### config.mk
export PLATFORM = sky130hd
export DESIGN_NAME = instr_decode_rv_queued
export DESIGN_NICKNAME = d
export VERILOG_FILES = /design/src/rtl/instr_decode_rv_queued.sv
export SDC_FILE = /design/constraint.sdc
export NUM_CORES = 1
export LEC_CHECK = 0
export BUFFER_PORTS_ARGS = -buffer_cell sky130_fd_sc_hd__buf_2
export CAP_MARGIN = 20
export CORE_UTILIZATION = 50
export CTS_CLUSTER_SIZE = 24
export DETAILED_ROUTE_END_ITERATION = 8
export GPL_TIMING_DRIVEN = 0
export PLACE_DENSITY = 0.83
export SLEW_MARGIN = 20
export SYNTH_ARGS = -nofsm -noshare
export SYNTH_HDL_FRONTEND = slang
export SYNTH_SLANG_ARGS = --single-unit
### constraint.sdc
create_clock -name iwClk -period 11.32 [get_ports iwClk]
set_clock_uncertainty 0.2 [all_clocks]
set_input_delay 1.132 -clock iwClk [delete_from_list [all_inputs] [get_ports iwClk]]
set_output_delay 1.132 -clock iwClk [all_outputs]
set_load 0.02 [all_outputs]
### src/rtl/instr_decode_rv_queued.sv
// RV32I decode stage: {instr, pc} queue, registered control bundle, flush, sticky illegal trap.
// Defining ICE_RISCV_M_EXT_EN makes OP/funct7=0000001 decode as the M-extension ops.
module instr_decode_rv_queued #(
    parameter int QUEUE_DEPTH = 4,
    parameter int PC_WIDTH    = 32
) (
    input  logic                         iwClk,
    input  logic                         iwRst,
    input  logic                         iwInstrValid,
    input  logic [31:0]                  iwInstr,
    input  logic [PC_WIDTH-1:0]          iwPc,
    output logic                         owInstrReady,
    input  logic                         iwFlush,
    output logic                         owValid,
    input  logic                         iwReady,
    output logic [PC_WIDTH-1:0]          owPc,
    output logic [5:0]                   orAluOp,
    output logic                         owAluBSrc,
    output logic [31:0]                  owAluBImmediate,
    output logic                         owBranchInverted,
    output logic [4:0]                   owReadReg1,
    output logic [4:0]                   owReadReg2,
    output logic [4:0]                   owWriteReg,
    output logic [1:0]                   owWriteRegSource,
    output logic [31:0]                  orWriteRegImmediate,
    output logic                         owDMemWrite,
    output logic                         owDMemSignExtend,
    output logic [1:0]                   owDMemAccess,
    output logic [1:0]                   owNextPcSrc,
    output logic [19:0]                  owNextPcImmediate20,
    output logic [11:0]                  owNextPcImmediate12,
    output logic                         owIllegal,
    output logic [$clog2(QUEUE_DEPTH):0] owLevel
);
    localparam int PTR_W = $clog2(QUEUE_DEPTH);
    localparam int LVL_W = PTR_W + 1;

    localparam logic [5:0] ALU_OP_ADD = 6'd0, ALU_OP_SUB = 6'd1, ALU_OP_SLL = 6'd2, ALU_OP_SLT = 6'd3;
    localparam logic [5:0] ALU_OP_SLTU = 6'd4, ALU_OP_XOR = 6'd5, ALU_OP_SRL = 6'd6, ALU_OP_SRA = 6'd7;
    localparam logic [5:0] ALU_OP_OR = 6'd8, ALU_OP_AND = 6'd9, ALU_OP_MUL = 6'd10;
    localparam logic       ALU_B_SOURCE_IMMEDIATE = 1'b1;
    localparam logic [1:0] REG_SOURCE_MEMORY = 2'd1, REG_SOURCE_IMMEDIATE = 2'd2;
    localparam logic [1:0] NEXT_PC_SRC_JAL = 2'd1, NEXT_PC_SRC_JALR = 2'd2, NEXT_PC_SRC_B = 2'd3;

    localparam logic [6:0] OPC_LUI = 7'b0110111, OPC_AUIPC = 7'b0010111, OPC_JAL = 7'b1101111;
    localparam logic [6:0] OPC_JALR = 7'b1100111, OPC_BRANCH = 7'b1100011, OPC_LOAD = 7'b0000011;
    localparam logic [6:0] OPC_STORE = 7'b0100011, OPC_OP_IMM = 7'b0010011, OPC_OP = 7'b0110011;

    typedef enum logic {RUN, TRAP} state_t;

    typedef struct packed {
        logic [PC_WIDTH-1:0] pc;
        logic [5:0]          alu_op;
        logic                b_src;
        logic [31:0]         b_imm;
        logic                br_inv;
        logic [4:0]          rs1;
        logic [4:0]          rs2;
        logic [4:0]          rd;
        logic [1:0]          wsrc;
        logic [31:0]         wimm;
        logic                dmw;
        logic                dse;
        logic [1:0]          dacc;
        logic [1:0]          npc;
        logic [19:0]         i20;
        logic [11:0]         i12;
        logic                ill;
    } bundle_t;

    function automatic logic [5:0] base_op(input logic [2:0] f3);
        case (f3)
            3'b000:  base_op = ALU_OP_ADD;
            3'b001:  base_op = ALU_OP_SLL;
            3'b010:  base_op = ALU_OP_SLT;
            3'b011:  base_op = ALU_OP_SLTU;
            3'b100:  base_op = ALU_OP_XOR;
            3'b101:  base_op = ALU_OP_SRL;
            3'b110:  base_op = ALU_OP_OR;
            default: base_op = ALU_OP_AND;
        endcase
    endfunction

    logic [31:0]         q_instr [QUEUE_DEPTH];
    logic [PC_WIDTH-1:0] q_pc    [QUEUE_DEPTH];
    logic [PTR_W-1:0]    rd_ptr, wr_ptr;
    logic [LVL_W-1:0]    level;
    state_t              state;
    bundle_t             out, dec;
    logic                out_valid, push, load, accept, legal;
    logic [31:0]         head_instr, pc32, imm_i, imm_s;
    logic [PC_WIDTH-1:0] head_pc;
    logic [2:0]          f3;
    logic [6:0]          f7;

    assign owInstrReady = !iwRst && (state == RUN) && (level < LVL_W'(QUEUE_DEPTH)) && !iwFlush;
    assign push   = iwInstrValid && owInstrReady;
    assign accept = out_valid && iwReady;
    // An accepted illegal bundle freezes the queue, so nothing new may be loaded behind it.
    assign load   = (state == RUN) && (level != '0) && (!out_valid || iwReady)
                    && !(accept && out.ill) && !iwFlush;

    assign head_instr = q_instr[rd_ptr];
    assign head_pc    = q_pc[rd_ptr];

    always_comb begin
        f3    = head_instr[14:12];
        f7    = head_instr[31:25];
        pc32  = 32'(head_pc);
        imm_i = {{20{head_instr[31]}}, head_instr[31:20]};
        imm_s = {{20{head_instr[31]}}, head_instr[31:25], head_instr[11:7]};
        legal = 1'b1;
        dec        = '0;
        dec.pc     = head_pc;
        dec.rs1    = head_instr[19:15];
        dec.rs2    = head_instr[24:20];
        dec.i20    = {head_instr[31], head_instr[19:12], head_instr[20], head_instr[30:21]};
        dec.i12    = head_instr[31:20];
        dec.alu_op = ALU_OP_ADD;
        case (head_instr[6:0])
            OPC_LUI, OPC_AUIPC: begin
                dec.rd   = head_instr[11:7];
                dec.wsrc = REG_SOURCE_IMMEDIATE;
                dec.wimm = {head_instr[31:12], 12'h000}
                           + ((head_instr[6:0] == OPC_AUIPC) ? pc32 : 32'd0);
            end
            OPC_JAL, OPC_JALR: begin
                dec.rd   = head_instr[11:7];
                dec.wsrc = REG_SOURCE_IMMEDIATE;
                dec.wimm = pc32 + 32'd4;
                dec.npc  = NEXT_PC_SRC_JAL;
                if (head_instr[6:0] == OPC_JALR) begin
                    legal     = (f3 == 3'b000);
                    dec.npc   = NEXT_PC_SRC_JALR;
                    dec.b_src = ALU_B_SOURCE_IMMEDIATE;
                    dec.b_imm = imm_i;
                end
            end
            OPC_BRANCH: begin
                dec.npc    = NEXT_PC_SRC_B;
                dec.i12    = {head_instr[31], head_instr[7], head_instr[30:25], head_instr[11:8]};
                dec.br_inv = f3[0];
                case (f3[2:1])
                    2'b00:   dec.alu_op = ALU_OP_SUB;
                    2'b10:   dec.alu_op = ALU_OP_SLT;
                    2'b11:   dec.alu_op = ALU_OP_SLTU;
                    default: legal = 1'b0;
                endcase
            end
            OPC_LOAD: begin
                legal     = (f3[1:0] != 2'b11) && (f3 != 3'b110);
                dec.rd    = head_instr[11:7];
                dec.wsrc  = REG_SOURCE_MEMORY;
                dec.b_src = ALU_B_SOURCE_IMMEDIATE;
                dec.b_imm = imm_i;
                dec.dse   = !f3[2];
                dec.dacc  = f3[1:0];
            end
            OPC_STORE: begin
                legal     = !f3[2] && (f3[1:0] != 2'b11);
                dec.dmw   = 1'b1;
                dec.b_src = ALU_B_SOURCE_IMMEDIATE;
                dec.b_imm = imm_s;
                dec.dacc  = f3[1:0];
            end
            OPC_OP_IMM: begin
                dec.rd     = head_instr[11:7];
                dec.b_src  = ALU_B_SOURCE_IMMEDIATE;
                dec.b_imm  = imm_i;
                dec.alu_op = base_op(f3);
                if (f3 == 3'b001) legal = (f7 == 7'b0000000);
                if (f3 == 3'b101) begin
                    legal = (f7 == 7'b0000000) || (f7 == 7'b0100000);
                    if (f7[5]) dec.alu_op = ALU_OP_SRA;
                end
            end
            OPC_OP: begin
                dec.rd = head_instr[11:7];
                case (f7)
                    7'b0000000: dec.alu_op = base_op(f3);
                    7'b0100000: begin
                        if (f3 == 3'b000)      dec.alu_op = ALU_OP_SUB;
                        else if (f3 == 3'b101) dec.alu_op = ALU_OP_SRA;
                        else                   legal = 1'b0;
                    end
`ifdef ICE_RISCV_M_EXT_EN
                    7'b0000001: dec.alu_op = ALU_OP_MUL + 6'(f3);
`endif
                    default: legal = 1'b0;
                endcase
            end
            default: legal = 1'b0;
        endcase
        if (!legal) begin
            dec     = '0;
            dec.pc  = head_pc;
            dec.rs1 = head_instr[19:15];
            dec.rs2 = head_instr[24:20];
            dec.ill = 1'b1;
        end
    end

    always_ff @(posedge iwClk) begin
        if (push) begin
            q_instr[wr_ptr] <= iwInstr;
            q_pc[wr_ptr]    <= iwPc;
        end
    end

    always_ff @(posedge iwClk or posedge iwRst) begin
        if (iwRst) begin
            rd_ptr    <= '0;
            wr_ptr    <= '0;
            level     <= '0;
            out       <= '0;
            out_valid <= 1'b0;
            state     <= RUN;
        end else if (iwFlush) begin
            rd_ptr    <= '0;
            wr_ptr    <= '0;
            level     <= '0;
            out_valid <= 1'b0;
            state     <= RUN;
        end else begin
            if (push) wr_ptr <= wr_ptr + PTR_W'(1);
            if (load) begin
                rd_ptr    <= rd_ptr + PTR_W'(1);
                out       <= dec;
                out_valid <= 1'b1;
            end else if (accept) begin
                out_valid <= 1'b0;
            end
            if (push && !load)      level <= level + LVL_W'(1);
            else if (load && !push) level <= level - LVL_W'(1);
            if (accept && out.ill) state <= TRAP;
        end
    end

    assign owValid             = out_valid;
    assign owPc                = out.pc;
    assign orAluOp             = out.alu_op;
    assign owAluBSrc           = out.b_src;
    assign owAluBImmediate     = out.b_imm;
    assign owBranchInverted    = out.br_inv;
    assign owReadReg1          = out.rs1;
    assign owReadReg2          = out.rs2;
    assign owWriteReg          = out.rd;
    assign owWriteRegSource    = out.wsrc;
    assign orWriteRegImmediate = out.wimm;
    assign owDMemWrite         = out.dmw;
    assign owDMemSignExtend    = out.dse;
    assign owDMemAccess        = out.dacc;
    assign owNextPcSrc         = out.npc;
    assign owNextPcImmediate20 = out.i20;
    assign owNextPcImmediate12 = out.i12;
    assign owIllegal           = out.ill;
    assign owLevel             = level;
endmodule

==> flow_metrics.tcl, run 1 <==
set metrics [dict create \
    dp_hpwl_um 33600 \
    clkSlewWorstSetupHoldPaths_ns 0.06 \
    drt_iter0_drc 1144 \
    cts_buffers 41 \
    worst_pin_slew_ns 1.03 \
    drt_wl_total_um 47600 \
    antennaDiodeCount 0 \
    period_share 0.553 \
    drive_above_1_share 0.272 \
    fin_nets 1636 \
    pin_count 234 \
    rsz0062_at_grt "no" \
    fmax_mhz 160 \
    wl_per_cell_um 23.6 \
    crit_type "reg -> reg" \
    path_cells "buf_2 > buf_2 > buf_2 > buf_2 > clkbuf_1 > clkbuf_1 > mux4_2 > ha_1 > o21a_1 > o31a_1 > o21ai_0 > a21oi_1 > a311oi_1 > xor2_1 > o22ai_1 > a22o_1" \
    synth.ff_latch_count 402 \
    synthCells 1261 \
    required_ns 11.54 \
    routabilityCongestion 0.913 \
    whs_ns 0.267 \
    yosys_warnings 0 \
    relSlewSlack 0.312 \
    max-cap-violations 0 \
    antenna_found_initial 3 \
    path_common_cell "buf_2" \
    cts_tree "yes" \
    ys_seq_area_frac 0.652 \
    endpoint_kind "flop" \
    cts_buffer_depth 3 \
    synthFlopType "edfxtp_1" \
    synthToLayoutAreaGrowth_pct 18.3 \
    final_core_util 0.608 \
    post_cts_buffers 0 \
    start_util 0.514 \
    clk_latency_ns 0.54 \
    p_per_area_mw_per_mm2 222 \
    fillers 2594 \
    timing.rr.start "rd_ptr[1]" \
    async_reset_ff_frac 0.363 \
    synth.avg_cell_area_um2 13.8 \
    rows 67 \
    synth_cell_type_count 75 \
    first_pass_iters 5 \
    peakVddDrop_mv 0.145 \
    die-area_mm2 0.0356 \
    ctsResizeCount 0 \
    status "completed" \
    die_h_um 189 \
    track_usage 0.269 \
    finalSetupViolCount 0 \
    port_buffers 231 \
    crit_path_max_fanout 10 \
    grt_pass1_wl_um 71200 \
    core_area_mm2 0.0339 \
    period_needed_ns 6.26 \
    synth-edff-count 256 \
    cp.arrival_ns 6.48 \
    startpoint_type "flop" \
    drv_slew 0 \
    ff2ff_path_depth 16 \
    cp_slowest_cell "clkbuf_1" \
    cts_hold_buf 0 \
    vias 12100 \
    p_leak_nw 8.32 \
    setup_tns_ns 0 \
    grt_pass1_vias 12000 \
    grt_max_degree 77 \
    cts.sinks 402 \
    mappedNetlistArea_mm2 0.0174 \
    whs_path_depth 2 \
    slowest_delay_ns 0.81 \
    grt.overflow.total 0 \
    chipWidth_um 189 \
    detail-route-antenna-nets 0 \
    drc_errors 0 \
    r2r_setup_slack_ns 5.06 \
    final_cell_mix "edfxtp_1, buf_2, nand2_1, dfrtp_1, mux4_2" \
    worst_hold_startpoint "owPc[30]" \
    clockRootBuffer "clkbuf_16" \
    post_drt_via_cell_ratio 5.96 \
    final_common_cell "edfxtp_1" \
    hold_viol 0 \
    hp-class "reg -> reg" \
    r2r_end "orWriteRegImmediate[30]" \
    htreeDepth 2 \
    crit_start "rd_ptr[1]" \
    holdPathEnd "owPc[30]" \
]
-- cell usage after synthesis (12+ instances only) --
cell      count  area [um2]
nor3_1       13        65.1
o31ai_1      22         165
edfxtp_1    256        7690
nand2_1     234         878
a21oi_1      34         170
mux2i_1      14         140
o21ai_1      16        80.1
buf_2        12        60.1
mux4_2       61        1370
and2_1       18         113
buf_4        27         203
nand3_1      20         100
clkbuf_1     39         146
xnor2_1      25         219
a22oi_1      17         128
o21ai_0      49         245
dfrtp_1     146        3650
xor2_1       23         201
nor2_1       51         191
inv_1        15        56.3
ha_1         24         300
-- logic make-up after synthesis --
| family | count (synthesis) | share of synthesized area |
|---|---|---|
| AND/OR/NAND/NOR | 392 | 0.102 |
| multiplexers | 77 | 0.0883 |
| adder cells (fa/ha/maj) | 26 | 0.0196 |
| flip-flops | 402 | 0.652 |
| buffers and inverters | 104 | 0.0331 |
| XOR/XNOR | 48 | 0.0242 |
| other | 1 | 0.000215 |
| AO/OA/AOI/OAI | 211 | 0.0809 |
-- power breakdown --
group          internal [W]  switching [W]  leakage, nW
combinational      0.000480       0.000985         3.41
clock              0.000748       0.000559        0.638
sequential          0.00171      0.0000923         4.27
total               0.00294        0.00164         8.32
-- worst max path at each step --
stage	end	cells past startpoint
floorplan	orAluOp[0]	1
global placement	owPc[16]	2
detailed placement	orWriteRegImmediate[30]	16
CTS	orWriteRegImmediate[30]	16
global route	orWriteRegImmediate[30]	16
finish	orWriteRegImmediate[30]	16
-- layout make-up --
type                    instances  area, um2  share of cell area
clock inverters                25        176             0.00857
multi-input cells             756       5520               0.268
well taps                     448        561              0.0272
clock buffers                  51       1120              0.0542
flip-flops and latches        402      11300               0.551
plain buffers                  87        512              0.0249
repair buffers                236       1290              0.0625
inverters                      17       71.3             0.00346
-- per-stage QoR --
stage / worst slack [ns] / cells / power (W) / area [um2]
final: 5.06 / 2022 / 0.00457 / 20600
after global routing: 4.86 / 2022 / 0.00475 / 20600
after CTS: 5.09 / 2022 / 0.00457 / 20600
after detailed placement: 5.15 / 1946 / 0.00327 / 19300
after global placement: 4.40 / 1941 / 0.00322 / 19100
after floorplan: 6.07 / 1262 / 0.00276 / 17400
-- flip-flops by register name, indices dropped and copies added, names as in the netlist, 3 cells and up --
signal / flops
owPc: 32
orWriteRegImmediate: 32
orAluOp: 4
q_instr: 128
owNextPcImmediate12: 11
owReadReg2: 5
owAluBImmediate: 12
owReadReg1: 5
q_pc: 128
owLevel: 3
owNextPcImmediate20: 20
owWriteReg: 5
-- critical path, delay by kind of cell (launching register included) --
| family | cells | cell delay [ns] |
|---|---|---|
| DFF | 1 | 0.35 |
| adders and majority gates | 1 | 0.39 |
| AOI/OAI and AO/OA | 7 | 1.67 |
| buffers and inverters | 6 | 2.81 |
| xor gates and xnor gates | 1 | 0.19 |
| muxes | 1 | 0.51 |
-- routing by layer --
metal  GRT usage  vias up  wire, um
met2       0.432      629     22800
met5           0        -        34
li1            -     5230         -
met4       0.116        6      1980
met3      0.0473      132      3970
met1       0.362     6056     18800
(Power assumes the default switching activity.)
==> inputs of run 2 (changes only) <==
==> constraint.sdc (replaced) <==
create_clock -name iwClk -period 5.9 [get_ports iwClk]
set_clock_uncertainty 0.2 [all_clocks]
set_input_delay 0.59 -clock iwClk [delete_from_list [all_inputs] [get_ports iwClk]]
set_output_delay 0.59 -clock iwClk [all_outputs]
set_load 0.02 [all_outputs]
==> flow_metrics.tcl, run 2 (same netlist as run 1, synthesis figures left out) <==
set metrics [dict create \
    relSlewSlack 0.362 \
    crit_start "rd_ptr[0]" \
    drv_slew 0 \
    clockRootBuffer "clkbuf_16" \
    hold_viol 0 \
    path_cells "buf_6 > buf_12 > buf_8 > buf_8 > buf_6 > buf_6 > buf_2 > clkbuf_4 > mux4_2 > ha_1 > o21a_1 > o31a_1 > o21ai_0 > a21oi_1 > a311oi_1 > xor2_1 > o22ai_1 > a22o_1" \
    required_ns 6.12 \
    rows 67 \
    p_clk_frac 0.286 \
    final_common_cell "edfxtp_1" \
    p_per_area_mw_per_mm2 426 \
    drt_iter0_drc 1030 \
    crit_type "reg -> reg" \
    peakVddDrop_mv 0.276 \
    grt_pass1_vias 12000 \
    first_pass_iters 5 \
    finalSetupViolCount 0 \
    status "completed" \
    cts_buffer_depth 3 \
    worst_slack_ns 0.417 \
    worst_hold_startpoint "iwInstr[21]" \
    period_share 0.929 \
    antennaDiodeCount 0 \
    period_needed_ns 5.48 \
    start_util 0.514 \
    routabilityCongestion 0.913 \
    grt_pass1_wl_um 71200 \
    antenna_found_initial 3 \
    fmax_mhz 182 \
    slowest_delay_ns 0.64 \
    cts_tree "yes" \
    internal_power_w 0.00564 \
    fin_nets 1634 \
    die_h_um 189 \
    clkSlewWorstSetupHoldPaths_ns 0.06 \
    htreeDepth 2 \
    clk_latency_ns 0.54 \
    pin_count 234 \
    detail-route-antenna-nets 0 \
    pre_cts_ws_ns -0.266 \
    chipWidth_um 189 \
    seq_power_share 0.394 \
    die-area_mm2 0.0356 \
    cp.arrival_ns 5.70 \
    drc_errors 0 \
    endpoint_kind "flop" \
    rsz0062_at_grt "no" \
    timing.rr.start "rd_ptr[0]" \
    core_area_mm2 0.0339 \
    synthToLayoutAreaGrowth_pct 18.3 \
    hp-class "in -> reg" \
    placed_area_mm2 0.0193 \
    drive_above_1_share 0.274 \
    design_area_mm2 0.0206 \
    whs_ns 0.0645 \
    cts.sinks 402 \
    worst_pin_slew_ns 0.957 \
    post_drt_via_cell_ratio 5.90 \
    dp_hpwl_um 33600 \
    startpoint_type "flop" \
    power_frac_comb 0.320 \
    p_leak_nw 8.32 \
    grt.overflow.total 0 \
    track_usage 0.269 \
    power.switching_w 0.00313 \
    wl_per_cell_um 23.5 \
    port_buffers 231 \
    drt_wl_total_um 47400 \
    crit_path_max_fanout 10 \
    cts_buffers 41 \
    cp_slowest_cell "mux4_2" \
    grt_max_degree 77 \
    vias 11900 \
    sw_frac_of_total 0.357 \
    final_cell_mix "edfxtp_1, buf_2, nand2_1, dfrtp_1, mux4_2" \
    path_common_cell "buf_6" \
    max-cap-violations 0 \
    reg_top3 "q_instr (128), q_pc (128)" \
]
## run 2: cell count changes in the layout (fill, tap and decap cells not counted), sizes merged
cell / before / now
dlygate4sd3: 0 / 1
buf: 284 / 283
clkbuf: 90 / 88
## run 2: power groups by stage
| stage | clock (W) | sequential, W | combinational [W] |
|---|---|---|---|
| after floorplan | 0 | 0.00374 | 0.00155 |
| after global placement | 0 | 0.00350 | 0.00267 |
| after detailed placement | 0 | 0.00350 | 0.00276 |
| after CTS | 0.00253 | 0.00345 | 0.00279 |
| after global routing | 0.00263 | 0.00348 | 0.00300 |
| final | 0.00251 | 0.00346 | 0.00281 |
## run 2: layer usage
layer,up-vias,wire [um],GRT usage
met5,-,34,0
met4,6,1900,0.114
met3,124,4050,0.0473
met2,625,22800,0.433
met1,5950,18700,0.362
li1,5220,-,-
## run 2: what timing repair did
item / in CTS / in global routing
endpoints found under the hold margin: 70 / 0
buffers inserted: 0 / 0
hold buffers: 1 / 0
setup endpoints to repair: 6 / 5
gates resized for setup: 1 / 3
## run 2: per-stage QoR
stage | total power (W) | TNS [ns] | utilization | cells
finish | 0.00877 | 0 | 0.608 | 2020
detailed placement | 0.00627 | -0.598 | 0.570 | 1946
global placement | 0.00617 | -69.29 | 0.565 | 1941
global route | 0.00911 | 0 | 0.608 | 2020
floorplan | 0.00529 | 0 | - | 1262
CTS | 0.00877 | 0 | 0.608 | 2022
## run 2: critical path, delay by kind of cell (launching register included)
kind / cells / cell delay (ns)
mux: 1 / 0.64
compound gates: 7 / 1.67
buf+inv: 8 / 1.90
xor+xnor: 1 / 0.19
flops: 1 / 0.34
fa+ha+maj: 1 / 0.39
## run 2: layout make-up
| cell class | instances | area (um2) |
|---|---|---|
| multi-input combinational | 756 | 5530 |
| fill | 2589 | 13300 |
| sequential | 402 | 11300 |
| clock buffer | 51 | 1120 |
| clock inverter | 25 | 176 |
| timing repair buffer | 237 | 1300 |
| buffer | 84 | 504 |
| tap | 448 | 561 |
| inverter | 17 | 71.3 |
## run 2: worst paths after layout
check,cells past startpoint,to,slack (ns)
max reg2reg,18,orWriteRegImmediate[30],0.42
max,18,orWriteRegImmediate[30],0.42
min reg2reg,2,owPc[30],0.27
min,1,q_instr[0][21],0.06
max in group asynchronous,4,owPc[14],4.26
min in group asynchronous,3,owNextPcImmediate20[7],0.48
